## config.mk

```make
export PLATFORM = sky130hd
export DESIGN_NAME = iram_arbiter_flat
export DESIGN_NICKNAME = d
export VERILOG_FILES = /design/src/rtl/iram_arbiter_if.sv /design/src/rtl/iram_arbiter.sv /design/src/flat_wrapper.sv
export SDC_FILE = /design/constraint.sdc
export NUM_CORES = 1
export LEC_CHECK = 0
export CAP_MARGIN = 20
export CORE_ASPECT_RATIO = 1.4
export CORE_UTILIZATION = 58
export DETAILED_ROUTE_END_ITERATION = 7
export DONT_BUFFER_PORTS = 1
export PLACE_DENSITY = 0.76
export SYNTH_ARGS = -nofsm -noshare
export SYNTH_HDL_FRONTEND = slang
export SYNTH_SLANG_ARGS = --single-unit
```

## constraint.sdc

```tcl
create_clock -name clk -period 3.65 [get_ports clk]
set_clock_uncertainty 0.2 [all_clocks]
set_input_delay 1.095 -clock clk [delete_from_list [all_inputs] [get_ports clk]]
set_output_delay 1.095 -clock clk [all_outputs]
set_load 0.01 [all_outputs]
```

## src/rtl/iram_arbiter_if.sv

```systemverilog
// Bus between the fetching cores, the shared instruction RAM and the arbiter.
// The master side plays the cores plus RAM; the arbiter uses the slave side.
interface iram_arbiter_if #(
  parameter int unsigned NCORES = 4,
  parameter int unsigned AW     = 16,
  parameter int unsigned DW     = 16
);
  logic [NCORES-1:0]    req;
  logic [NCORES-1:0]    lock;
  logic [NCORES*AW-1:0] addr;
  logic [NCORES-1:0]    gnt;
  logic [AW-1:0]        ram_addr;
  logic [DW-1:0]        ram_data;
  logic [NCORES-1:0]    rvalid;
  logic [DW-1:0]        rdata;
  logic [15:0]          fetch_count;

  modport master (
    output req, lock, addr, ram_data,
    input  gnt, ram_addr, rvalid, rdata, fetch_count
  );

  modport slave (
    input  req, lock, addr, ram_data,
    output gnt, ram_addr, rvalid, rdata, fetch_count
  );
endinterface

```

## src/rtl/iram_arbiter.sv

```systemverilog
// Round-robin arbiter sharing one instruction RAM between NCORES cores, with a
// bounded lock so a core can fetch a multi-word instruction without interleaving.
module iram_arbiter #(
  parameter int unsigned NCORES   = 4,
  parameter int unsigned AW       = 16,
  parameter int unsigned DW       = 16,
  parameter int unsigned LOCK_MAX = 4
) (
  input logic           clk,
  input logic           reset,
  iram_arbiter_if.slave bus
);

  localparam int unsigned PW = (NCORES > 1) ? $clog2(NCORES) : 1;
  localparam int unsigned CW = $clog2(LOCK_MAX + 1);

  typedef enum logic {StRotate, StLocked} state_e;

  state_e            state_q, state_d;
  logic [PW-1:0]     ptr_q, ptr_d;
  logic [PW-1:0]     owner_q, owner_d;
  logic [CW-1:0]     cnt_q, cnt_d;
  logic [NCORES-1:0] rvalid_q;
  logic [AW-1:0]     addr_q;
  logic [15:0]       fetch_count_q;

  logic              grant;
  logic [PW-1:0]     sel;
  logic [PW-1:0]     cand;
  int unsigned       idx;

  function automatic logic [PW-1:0] inc_wrap(input logic [PW-1:0] v);
    return (v == PW'(NCORES - 1)) ? '0 : v + 1'b1;
  endfunction

  always_comb begin
    grant   = 1'b0;
    sel     = '0;
    cand    = '0;
    idx     = 0;
    state_d = state_q;
    ptr_d   = ptr_q;
    owner_d = owner_q;
    cnt_d   = cnt_q;
    unique case (state_q)
      StRotate: begin
        for (int unsigned i = 0; i < NCORES; i++) begin
          idx = 32'(ptr_q) + i;
          if (idx >= NCORES) idx = idx - NCORES;
          cand = PW'(idx);
          if (!grant && bus.req[cand]) begin
            grant = 1'b1;
            sel   = cand;
          end
        end
        if (grant) begin
          ptr_d = inc_wrap(sel);
          // With LOCK_MAX of 1 the rotate grant already uses the whole budget.
          if (bus.lock[sel] && (LOCK_MAX > 1)) begin
            state_d = StLocked;
            owner_d = sel;
            cnt_d   = CW'(1);
          end
        end
      end
      StLocked: begin
        if (bus.req[owner_q]) begin
          grant = 1'b1;
          sel   = owner_q;
          if (bus.lock[owner_q] && ((32'(cnt_q) + 1) < LOCK_MAX)) begin
            cnt_d = cnt_q + 1'b1;
          end else begin
            state_d = StRotate;
            ptr_d   = inc_wrap(owner_q);
            cnt_d   = '0;
          end
        end else if (!bus.lock[owner_q]) begin
          state_d = StRotate;
          ptr_d   = inc_wrap(owner_q);
          cnt_d   = '0;
        end
      end
      default: state_d = StRotate;
    endcase
    if (reset) grant = 1'b0;
  end

  assign bus.gnt         = grant ? (NCORES'(1) << sel) : '0;
  assign bus.ram_addr    = grant ? bus.addr[32'(sel)*AW +: AW] : addr_q;
  assign bus.rvalid      = rvalid_q;
  assign bus.rdata       = bus.ram_data;
  assign bus.fetch_count = fetch_count_q;

  always_ff @(posedge clk or posedge reset) begin
    if (reset) begin
      state_q       <= StRotate;
      ptr_q         <= '0;
      owner_q       <= '0;
      cnt_q         <= '0;
      rvalid_q      <= '0;
      addr_q        <= '0;
      fetch_count_q <= '0;
    end else begin
      state_q  <= state_d;
      ptr_q    <= ptr_d;
      owner_q  <= owner_d;
      cnt_q    <= cnt_d;
      rvalid_q <= bus.gnt;
      if (grant) begin
        addr_q <= bus.ram_addr;
        if (fetch_count_q != 16'hFFFF) fetch_count_q <= fetch_count_q + 16'd1;
      end
    end
  end

endmodule

```

## src/flat_wrapper.sv

```systemverilog
// flat-port wrapper written by rule: the top's interface ports become plain ports
module iram_arbiter_flat 
#(
  parameter int unsigned NCORES   = 4,
  parameter int unsigned AW       = 16,
  parameter int unsigned DW       = 16,
  parameter int unsigned LOCK_MAX = 4
)
  (clk, reset, bus_req, bus_lock, bus_addr, bus_ram_data, bus_gnt, bus_ram_addr, bus_rvalid, bus_rdata, bus_fetch_count);
  iram_arbiter_if #(.NCORES(NCORES), .AW(AW), .DW(DW)) bus_i ();
  input logic clk;
  input logic reset;
  input wire logic [$bits(bus_i.req)-1:0] bus_req;
  input wire logic [$bits(bus_i.lock)-1:0] bus_lock;
  input wire logic [$bits(bus_i.addr)-1:0] bus_addr;
  input wire logic [$bits(bus_i.ram_data)-1:0] bus_ram_data;
  output wire logic [$bits(bus_i.gnt)-1:0] bus_gnt;
  output wire logic [$bits(bus_i.ram_addr)-1:0] bus_ram_addr;
  output wire logic [$bits(bus_i.rvalid)-1:0] bus_rvalid;
  output wire logic [$bits(bus_i.rdata)-1:0] bus_rdata;
  output wire logic [$bits(bus_i.fetch_count)-1:0] bus_fetch_count;
  assign bus_i.req = bus_req;
  assign bus_i.lock = bus_lock;
  assign bus_i.addr = bus_addr;
  assign bus_i.ram_data = bus_ram_data;
  assign bus_gnt = bus_i.gnt;
  assign bus_ram_addr = bus_i.ram_addr;
  assign bus_rvalid = bus_i.rvalid;
  assign bus_rdata = bus_i.rdata;
  assign bus_fetch_count = bus_i.fetch_count;
  iram_arbiter #(.NCORES(NCORES), .AW(AW), .DW(DW), .LOCK_MAX(LOCK_MAX)) u_core (.clk(clk), .reset(reset), .bus(bus_i));
endmodule
```

==> summary.md <==
| Metric | Value |
|---|---|
| CTS clock-pin slew for the worst setup and hold paths | 90 ps |
| Worst r2r src | u_core.owner_q[0] |
| Most common cell after layout, fill and taps aside | dfrtp_1 |
| Design Area, Final | 4008 sq um |
| RR Endpoint | u_core.bus.fetch_count[13] |
| Hold_buf cts | 0 |
| Max_cap viols | 0 |
| DP Area | 3600 sq um |
| Total CTS buffers | 5 |
| Vias | 3164 |
| Post-synth EDFFs | 0 |
| Warnings from Yosys | 0 |
| Routability cong. | 0.8993 |
| Flops & latches, synth | 44 |
| Die Ht | 90.53 um |
| Clock root buffer | clkbuf_8 |
| Slew @ Worst Pin | 932.7 ps |
| Commonest non-fill, non-tap cells in the layout | dfrtp_1, nand2_1, buf_4 |
| IO Count | 146 |
| Area delta synth->final | 23.43% |
| Via/cell ratio | 7.142 |
| Leak | 0.001675 uW |
| Syn Area/Cell | 8.896 sq um |
| Largest net degree at the start of global routing | 45 |
| Worst setup margin | -301.6 ps |
| Slew headroom | 37.73% |
| Hold_sp | u_core.cnt_q[2] |
| Failing checks | setup timing |
| Crit path launch type | primary input |
| Flop pwr share | 23.9% |
| Die W | 65.24 um |
| Setup CP Type | in -> out |
| DRT iter0 DRCs | 233 |
| Post-synthesis sequential area ratio | 33.91% |
| Hold-critical path endpoint | u_core.cnt_q[2] |
| Clk_lat worst skew | 300 ps |
| Nets | 469 |
| Combinational share of power | 65.1% |
| Routed length per instance | 22.01 um |
| DRT Pass-1 Iters | 8 |
| Row cnt | 31 |
| Reg2Reg Depth | 8 |
| Main synth FF type | dfrtp_1 |
| Max VDD drop | 549.7 uV |
| CP endpoint kind | output pin |
| Initial antenna violation count | 0 |
| Post-Synthesis Cell Area | 3247 sq um |
| Worst R2R Setup Slack | 780 ps |
| Status | complete, but fails checks |
| TritonCTS clock tree | built |
| CTS sink count | 44 |
| Max-slew violation count | 0 |
| # port buffers | 0 |
| Layout cells sized above 1 | 30.50% |
| DRT Wirelength | 9750 um |
| Post-synth ARST share | 100.0% |
| Total grt overflow | 0 |
| Switch share | 45.54% |
| Antenna Violating Nets Remaining | 0 |
| Post-route insts no fill | 443 |
| Hold Crit Class | reg -> reg |
| CTS Buffer Depth | 2 |
| Distinct cells, synth | 47 |
| Pwr Density | 869.9 nW/um^2 |
| Vias in the first global route | 3180 |
| Worst Path Required | 2350 ps |
| Final hold vios | 0 |
| RSZ-0062 raised after global routing | true |
| H-Tree Depth | 2 |
| Final setup violation count | 20 |
| Hold WS | 350.8 ps |
| Number of diodes | 0 |
| DRC | 0 |
| Initial Utilization | 61.55% |
| Fill cells | 361 |
| FMAX | 0.2531 GHz |
| First-pass GRT wire length | 14920 um |
| Inst Count DP | 429 |
| Fin crit share | 108.3% |
| Syn Nets | 458 |
| Switching Power | 1588 uW |
| Hpwl dp | 6542 um |
| Minimum clock period | 3952 ps |
| Clock share of power | 11.0% |
| Int Pwr | 1899 uW |
| Mapped Cells | 365 |
| WHS Path Cells | 1 |
| CORE AREA | 5275 sq um |
| GRT Total Usage | 32.03% |
| CP Data Arrival Time | 2660 ps |
| Max FO, Critical Path | 18 |
| Die ar. | 5906 sq um |
## sequential cells by signal, summed over array words and instances (netlist names)
name and flops:
u_core.state_q 1, u_core.cnt_q 3, u_core.bus.rvalid 4, u_core.bus.fetch_count 16, u_core.owner_q 2, u_core.addr_q 16, u_core.ptr_q 2
## power groups by stage
stage	registers, uW	clock network [uW]	logic (uW)
global placement	831	0	1840
CTS	828	386	2100
finish	833	385	2270
detailed placement	837	0	1890
global route	860	409	2420
floorplan	786	0	1450
## kinds of logic (layout without fill, tap and decap cells)
group,after synthesis,in the layout,synth area share (%)
AO/OA/AOI/OAI,118,118,29.79
XOR/XNOR,15,15,4.046
adder cells (fa/ha/maj),3,3,1.156
buffers and inverters,62,74,10.10
flip-flops,44,44,33.91
multiplexers,12,12,4.855
AND/OR/NAND/NOR,111,111,16.15
## how the worst max path moves through the flow
| stage | from | end | slack, ps |
|---|---|---|---|
| 2_1_floorplan | bus_req[2] | bus_ram_addr[1] | -170 |
| 4_1_cts | bus_req[2] | bus_ram_addr[4] | -280 |
| 3_5_place_dp | bus_req[0] | bus_ram_addr[7] | -340 |
| 3_3_place_gp | bus_req[2] | bus_ram_addr[1] | -300 |
| 5_1_grt | bus_req[2] | bus_ram_addr[5] | -370 |
| 6_report | bus_req[2] | bus_ram_addr[2] | -300 |
## metal layers
metal | wire, um | part of all wire, % | GRT usage [%] | up-vias
met4 | 318 | 3.3 | 13.59 | 0
met1 | 3575 | 37 | 36.81 | 1529
met2 | 4914 | 50 | 53.95 | 191
met5 | 0 | 0 | 0 | -
met3 | 942 | 9.7 | 9.343 | 36
li1 | - | - | - | 1408
## synthesized netlist by cell type (all sizes together) (4+ instances only)
library cell  instances  area share (%)
clkbuf               13             1.5
xor2                  5             1.3
o21ai                 4            0.62
and3                  5            0.96
a221oi               16             6.1
nand4                 7             1.3
and4                  4             1.1
dfrtp                44              34
nand2                44             5.1
nor2                 29             3.4
nor2b                 4            0.77
buf                  30             6.4
a21oi                20             3.1
mux2                  7             2.4
a31oi                32             6.2
xnor2                10             2.7
nand3                 6            0.92
inv                  19             2.2
a311o                16             4.9
nor3                  6             1.3
a222oi               16             4.9
## what timing repair did
action | CTS | global route
pin swaps | 3 | 7
setup endpoints to repair | 20 | 20
resized for setup | 23 | 16
gates cloned | 2 | 1
setup buffers | 1 | 2
## final cells by class
cell class	instances	area, sq um	area share, %
clock inverters	3	42.54	1.062
repair buffers	47	476.7	11.90
multi-input cells	259	2165	54.01
well taps	66	82.58	2.061
clock buffers	5	68.82	1.717
inverters	19	71.32	1.780
flip-flops and latches	44	1101	27.47
## worst max-delay path, cell delays in order
cell	delay [ps]
nor2b_4	110
a21boi_4	140
buf_4	150
o32ai_4	230
buf_12	200
nand2_1	90
a311o_1	390
a31oi_4	240
## through the flow
stage               TNS (ps)  utilization (%)  worst slack (ps)  power, uW
floorplan              -2355                -            -172.1       2237
global placement       -4619            68.24            -295.7       2670
detailed placement     -5231            68.24            -341.5       2725
CTS                    -4129            73.79            -277.4       3318
global route           -5468            75.97            -367.7       3693
finish                 -4495            75.97            -301.6       3486
Power figures use the tool's default switching activity.
